## src/rtl/branch_predictor.sv

```systemverilog
// Direct-mapped BTB + 2-bit BHT branch predictor with execute-stage mispredict
// detection, redirect generation and saturating performance counters.
module branch_predictor #(
    parameter int INDEX_BITS = 6,
    parameter int TAG_BITS   = 30 - INDEX_BITS,
    parameter int CNT_WIDTH  = 32
) (
    input  logic                 clk,
    input  logic                 reset_n,
    // fetch-side lookup
    input  logic [31:0]          pc_f,
    output logic                 pred_taken_f,
    output logic [31:0]          pred_target_f,
    // execute-side resolve
    input  logic                 valid_e,
    input  logic                 branch_e,
    input  logic                 jump_e,
    input  logic                 taken_e,
    input  logic [31:0]          pc_e,
    input  logic [31:0]          target_e,
    input  logic                 pred_taken_e,
    input  logic [31:0]          pred_target_e,
    output logic                 mispredict,
    output logic [31:0]          redirect_pc,
    // performance counters
    output logic [CNT_WIDTH-1:0] branch_count,
    output logic [CNT_WIDTH-1:0] mispredict_count
);

    localparam int ENTRIES = 1 << INDEX_BITS;

    logic                btb_valid   [ENTRIES];
    logic [TAG_BITS-1:0] btb_tag     [ENTRIES];
    logic [31:0]         btb_target  [ENTRIES];
    logic                btb_is_jump [ENTRIES];
    logic [1:0]          bht         [ENTRIES];

    logic [INDEX_BITS-1:0] idx_f;
    logic [TAG_BITS-1:0]   tag_f;
    logic                  hit_f;

    logic [INDEX_BITS-1:0] idx_e;
    logic [TAG_BITS-1:0]   tag_e;
    logic                  cf_e;
    logic                  stale_e;
    logic                  dir_miss_e;
    logic                  tgt_miss_e;

    // Lookup reads pre-edge table contents, so a same-cycle update at the
    // same index is only visible from the following cycle.
    always_comb begin
        idx_f         = pc_f[INDEX_BITS+1:2];
        tag_f         = pc_f[31:INDEX_BITS+2];
        hit_f         = btb_valid[idx_f] && (btb_tag[idx_f] == tag_f);
        pred_taken_f  = hit_f && (btb_is_jump[idx_f] || bht[idx_f][1]);
        pred_target_f = pred_taken_f ? btb_target[idx_f] : pc_f + 32'd4;
    end

    // valid_e qualifies every E-stage input: with valid_e=0 the slot is a
    // bubble, nothing is reported and no table or counter moves.
    always_comb begin
        idx_e       = pc_e[INDEX_BITS+1:2];
        tag_e       = pc_e[31:INDEX_BITS+2];
        cf_e        = valid_e && (branch_e || jump_e);
        stale_e     = valid_e && !cf_e && pred_taken_e;
        dir_miss_e  = (taken_e != pred_taken_e);
        tgt_miss_e  = taken_e && (target_e != pred_target_e);
        mispredict  = (cf_e && (dir_miss_e || tgt_miss_e)) || stale_e;
        redirect_pc = (cf_e && taken_e) ? target_e : pc_e + 32'd4;
    end

    // Valid bits and direction counters carry reset state.
    always_ff @(posedge clk or negedge reset_n) begin
        if (!reset_n) begin
            for (int i = 0; i < ENTRIES; i++) begin
                btb_valid[i] <= 1'b0;
                bht[i]       <= 2'b01;
            end
        end else begin
            if (cf_e) begin
                if (!jump_e) begin
                    if (taken_e && bht[idx_e] != 2'b11)
                        bht[idx_e] <= bht[idx_e] + 2'b01;
                    else if (!taken_e && bht[idx_e] != 2'b00)
                        bht[idx_e] <= bht[idx_e] - 2'b01;
                end
                if (taken_e)
                    btb_valid[idx_e] <= 1'b1;
            end else if (stale_e) begin
                // A non-control-flow instruction hit an aliasing entry.
                btb_valid[idx_e] <= 1'b0;
            end
        end
    end

    // Payload is only meaningful while the matching valid bit is set.
    always_ff @(posedge clk) begin
        if (cf_e && taken_e) begin
            btb_tag[idx_e]     <= tag_e;
            btb_target[idx_e]  <= target_e;
            btb_is_jump[idx_e] <= jump_e;
        end
    end

    always_ff @(posedge clk or negedge reset_n) begin
        if (!reset_n) begin
            branch_count     <= '0;
            mispredict_count <= '0;
        end else begin
            if (cf_e && branch_count != '1)
                branch_count <= branch_count + CNT_WIDTH'(1);
            if (mispredict && mispredict_count != '1)
                mispredict_count <= mispredict_count + CNT_WIDTH'(1);
        end
    end

endmodule

```

## config.mk

```make
export PLATFORM = sky130hd
export DESIGN_NAME = branch_predictor
export DESIGN_NICKNAME = d
export VERILOG_FILES = /design/src/rtl/branch_predictor.sv
export SDC_FILE = /design/constraint.sdc
export NUM_CORES = 2
export LEC_CHECK = 0
export ABC_AREA = 0
export CORE_MARGIN = 1.5
export CORE_UTILIZATION = 30
export DETAILED_ROUTE_END_ITERATION = 8
export PLACE_DENSITY = 0.52
export SLEW_MARGIN = 20
export SYNTH_ARGS = -nofsm -noshare
export SYNTH_HDL_FRONTEND = slang
export SYNTH_SLANG_ARGS = --single-unit
```

## constraint.sdc

```tcl
create_clock -name clk -period 15.73 [get_ports clk]
set_input_delay 4.719 -clock clk [delete_from_list [all_inputs] [get_ports clk]]
set_output_delay 4.719 -clock clk [all_outputs]
set_load 0.05 [all_outputs]
```

==> run_results.csv <==
group,metric,value,unit
status,run_status,"complete, no violations",
yosys,synth_top_area_share,71.66,%
floorplanning,core_area,506500,um2
drt,vias,83360,
placed_design,placement.io_buffers,264,
layout,ff_latch_area,116000,um2
sta,fin_tns_setup,0,ps
drt,initialDrtViolationCount,13850,
critical_path,startpoint_type,"input port",
clock_network,clock_sinks,3904,
drt,drc_violation_count_after_routing,0,
yosys,netlist_top_cells_area,"sky130_fd_sc_hd__edfxtp_1, sky130_fd_sc_hd__mux4_2, sky130_fd_sc_hd__dfrtp_1",
layout,multi_input_comb_area,35470,um2
sta,fmax,68.14,MHz
sta,setup_repair_after_global_routing_missed_its_margin,"no",
global_route,overflow,0,
placed_design,dp.final_hpwl,306100,um
global_route,grt_start_max_net_pins,124,
clock_network,tritoncts.num_buffers,403,
critical_path,crit_fanout,94,
yosys,synthesis.instances,7211,
power_and_ir_drop,powerDensity,125.4,nW/um2
yosys,synth_cell_type_count,78,
clock_network,tritoncts,"yes",
sta,slew_violations,0,
yosys,synth_edf_count,3648,
floorplanning,die_area,513900,um2
yosys,synth_async_sr_flop_share,6.557,%
critical_path,cp.required,11010,ps
drt,vias_per_cell,5.609,
sta,finalWorstSetupSlack,1055,ps
critical_path,path_class,"input port to output port",
clock_network,cts_repair_resized_insts,0,
min_path,hold-path-cell-count,2,
sta,final-hold-violation-count,0,
drt,ant_nets,0,
layout,final_common_cell,"sky130_fd_sc_hd__edfxtp_1",
yosys,syn_std_cell_area,152900,um2
yosys,postSynthRegisterBits,3904,
drt,drt_pre_antenna_iters,8,
placed_design,gp_congestion,0.8152,
floorplanning,floorplan.initialDensity,30.18,%
sta,fin_worst_skew,41.74,ps
power_and_ir_drop,power.leakage,56.04,nW
global_route,antenna_found_initial,36,
critical_path,timing.critical_path.to_type,"output port",
min_path,min_delay_worst_type,"flop to flop",
clock_network,insertion_delay,1010,ps
drt,routed_wire_length_per_instance,36.88,um
sta,period_needed,14680,ps
floorplanning,design.portCount,265,
critical_path,r2r_setup_slack,11520,ps
placed_design,dp_slack,1079,ps
global_route,grtUsageTotal,20.84,%
clock_network,clockBufferDepth,4,
critical_path,reg2reg_to,"bht[109]",
global_route,via_count_of_the_first_global_routing_pass,81340,
layout,layout.nets,7954,
floorplanning,die_x,716.8,um
layout,mostFrequentLayoutCells,"sky130_fd_sc_hd__edfxtp_1, sky130_fd_sc_hd__mux4_2, sky130_fd_sc_hd__clkbuf_16",
clock_network,clkTransAtPathRegs,60,ps
floorplanning,num_rows,261,
drt,total_length_of_routed_wires,548100,um
sta,hold_slack,482.0,ps
job,drv.max_cap_violation_count,0,
critical_path,arrival_time_at_the_worst_endpoint,9960,ps
sta,max_slew.worst_pin.slew,1249,ps
power_and_ir_drop,max-vdd-ir-drop,0.1118,mV
yosys,yosysTopAreaCell,"sky130_fd_sc_hd__edfxtp_1",
clock_network,cts_hold_buffers,0,
layout,layout-drive-gt1-share,27.82,%
yosys,ys_warn_count,0,
clock_network,clk_root_buffer_cell,"sky130_fd_sc_hd__clkbuf_16",
floorplanning,die-height,716.8,um
sta,relSlewSlack,16.47,%
yosys,dominantRegCellSynth,"sky130_fd_sc_hd__edfxtp_1",
clock_network,post-cts-setup-buffers,0,
layout,fillers,46600,
yosys,yosysSeqAreaShare,75.90,%
global_route,grt_first_pass_wirelength,729200,um
layout,synthToLayoutAreaGrowth,16.77,%
clock_network,h-tree-depth,5,
critical_path,number_of_cells_traversed_by_the_worst_register_to_register_path,10,
sta,post-route-period-util,93.29,%
yosys,syn_avg_cell_area,21.20,um2
yosys,syn-num-nets,7352,
sta,final_setup_violations,0,
-- cells by family after synthesis --
group | count (synthesis) | synth area share (%)
AOI/OAI and AO/OA | 636 | 2.637
xor gates and xnor gates | 179 | 1.026
adders and majority gates | 6 | 0.04911
buffers and inverters | 420 | 1.292
DFF | 3904 | 75.90
muxes | 1249 | 16.61
and+or+nand+nor | 817 | 2.481
-- area by class of cell --
cell class              instances  share of cell area, %
clock inverters               241                  1.255
clock buffers                 495                  5.924
repair buffers                596                  3.183
well taps                    6706                  4.700
diodes                         12                0.01682
inverters                      21                0.05117
flip-flops and latches       3904                  65.00
multi-input cells            2887                  19.87
-- flip-flops by register name (all words and copies together) (netlist names), named ones only --
name              flops
btb_target         2048
mispredict_count     32
branch_count         32
bht                  64
btb_is_jump          64
btb_tag            1536
-- how the worst max path moves through the flow --
stage / slack (ps) / startpoint / cells after the start / end
floorplan: 2380 / pc_f[3] / 12 / pred_taken_f
global placement: 980 / pc_f[2] / 13 / pred_target_f[0]
detailed placement: 1080 / pc_f[2] / 13 / pred_target_f[0]
CTS: 1070 / pc_f[2] / 13 / pred_target_f[0]
global route: 890 / pc_f[2] / 13 / pred_target_f[0]
finish: 1050 / pc_f[2] / 13 / pred_target_f[0]
-- metal layers --
metal  GRT usage [%]  up-vias  part of all wire (%)
met3           4.426      809                    11
met4           5.736       14                   3.0
met2           31.75     4964                    45
met1           30.21    46150                    41
li1                -    31420                     -
met5               0        -                 0.015
-- metrics by stage --
step           util, %  cells  power [W]  instance area (um2)
2_1_floorplan        -   7211    0.01246               152900
3_3_place_gp     32.66  14110    0.01315               165400
3_5_place_dp     32.70  14110    0.01318               165600
4_1_cts          35.23  14850    0.02251               178400
5_1_grt          35.24  14850    0.02295               178500
6_report         35.24  14860    0.02239               178500
-- cell usage after synthesis (9+ instances only) --
cell type,instances
sky130_fd_sc_hd__inv_1,18
sky130_fd_sc_hd__buf_1,59
sky130_fd_sc_hd__buf_2,120
sky130_fd_sc_hd__mux4_2,1015
sky130_fd_sc_hd__o211ai_1,47
sky130_fd_sc_hd__o31ai_1,19
sky130_fd_sc_hd__mux2_4,23
sky130_fd_sc_hd__mux2i_1,147
sky130_fd_sc_hd__edfxtp_1,3648
sky130_fd_sc_hd__nand2_1,295
sky130_fd_sc_hd__o22ai_1,51
sky130_fd_sc_hd__dfstp_2,64
sky130_fd_sc_hd__buf_6,19
sky130_fd_sc_hd__a221oi_1,25
sky130_fd_sc_hd__a22oi_1,74
sky130_fd_sc_hd__mux2_2,58
sky130_fd_sc_hd__buf_4,28
sky130_fd_sc_hd__xor2_1,69
sky130_fd_sc_hd__dfrtp_1,192
sky130_fd_sc_hd__nor2_1,178
sky130_fd_sc_hd__clkbuf_1,173
sky130_fd_sc_hd__nor2b_1,10
sky130_fd_sc_hd__nand2b_1,13
sky130_fd_sc_hd__and3_1,27
sky130_fd_sc_hd__nor4_1,16
sky130_fd_sc_hd__nand3_1,117
sky130_fd_sc_hd__o2111ai_1,9
sky130_fd_sc_hd__xnor2_1,110
sky130_fd_sc_hd__nor3_1,68
sky130_fd_sc_hd__nand4_1,40
sky130_fd_sc_hd__and4_1,9
sky130_fd_sc_hd__o221ai_1,13
sky130_fd_sc_hd__a31oi_1,14
sky130_fd_sc_hd__o21ai_0,231
sky130_fd_sc_hd__a21oi_1,87
-- power breakdown --
group / switching (W) / internal, W
combinational: 0.000958 / 0.000501
clock: 0.00416 / 0.00527
sequential: 0.0000586 / 0.0114
total: 0.00518 / 0.0172
-- critical path, cell delays in order --
cell	delay (ps)
sky130_fd_sc_hd__buf_16	510
sky130_fd_sc_hd__nor2b_2	840
sky130_fd_sc_hd__nand2_1	410
sky130_fd_sc_hd__o21ai_0	470
sky130_fd_sc_hd__o22ai_1	190
sky130_fd_sc_hd__xor2_1	280
sky130_fd_sc_hd__mux2i_1	120
sky130_fd_sc_hd__nor4_1	370
sky130_fd_sc_hd__nand4_1	420
sky130_fd_sc_hd__nor4_4	450
sky130_fd_sc_hd__buf_12	380
sky130_fd_sc_hd__mux2_2	400
sky130_fd_sc_hd__buf_4	190
No activity file was read; power rests on OpenSTA's default activity.
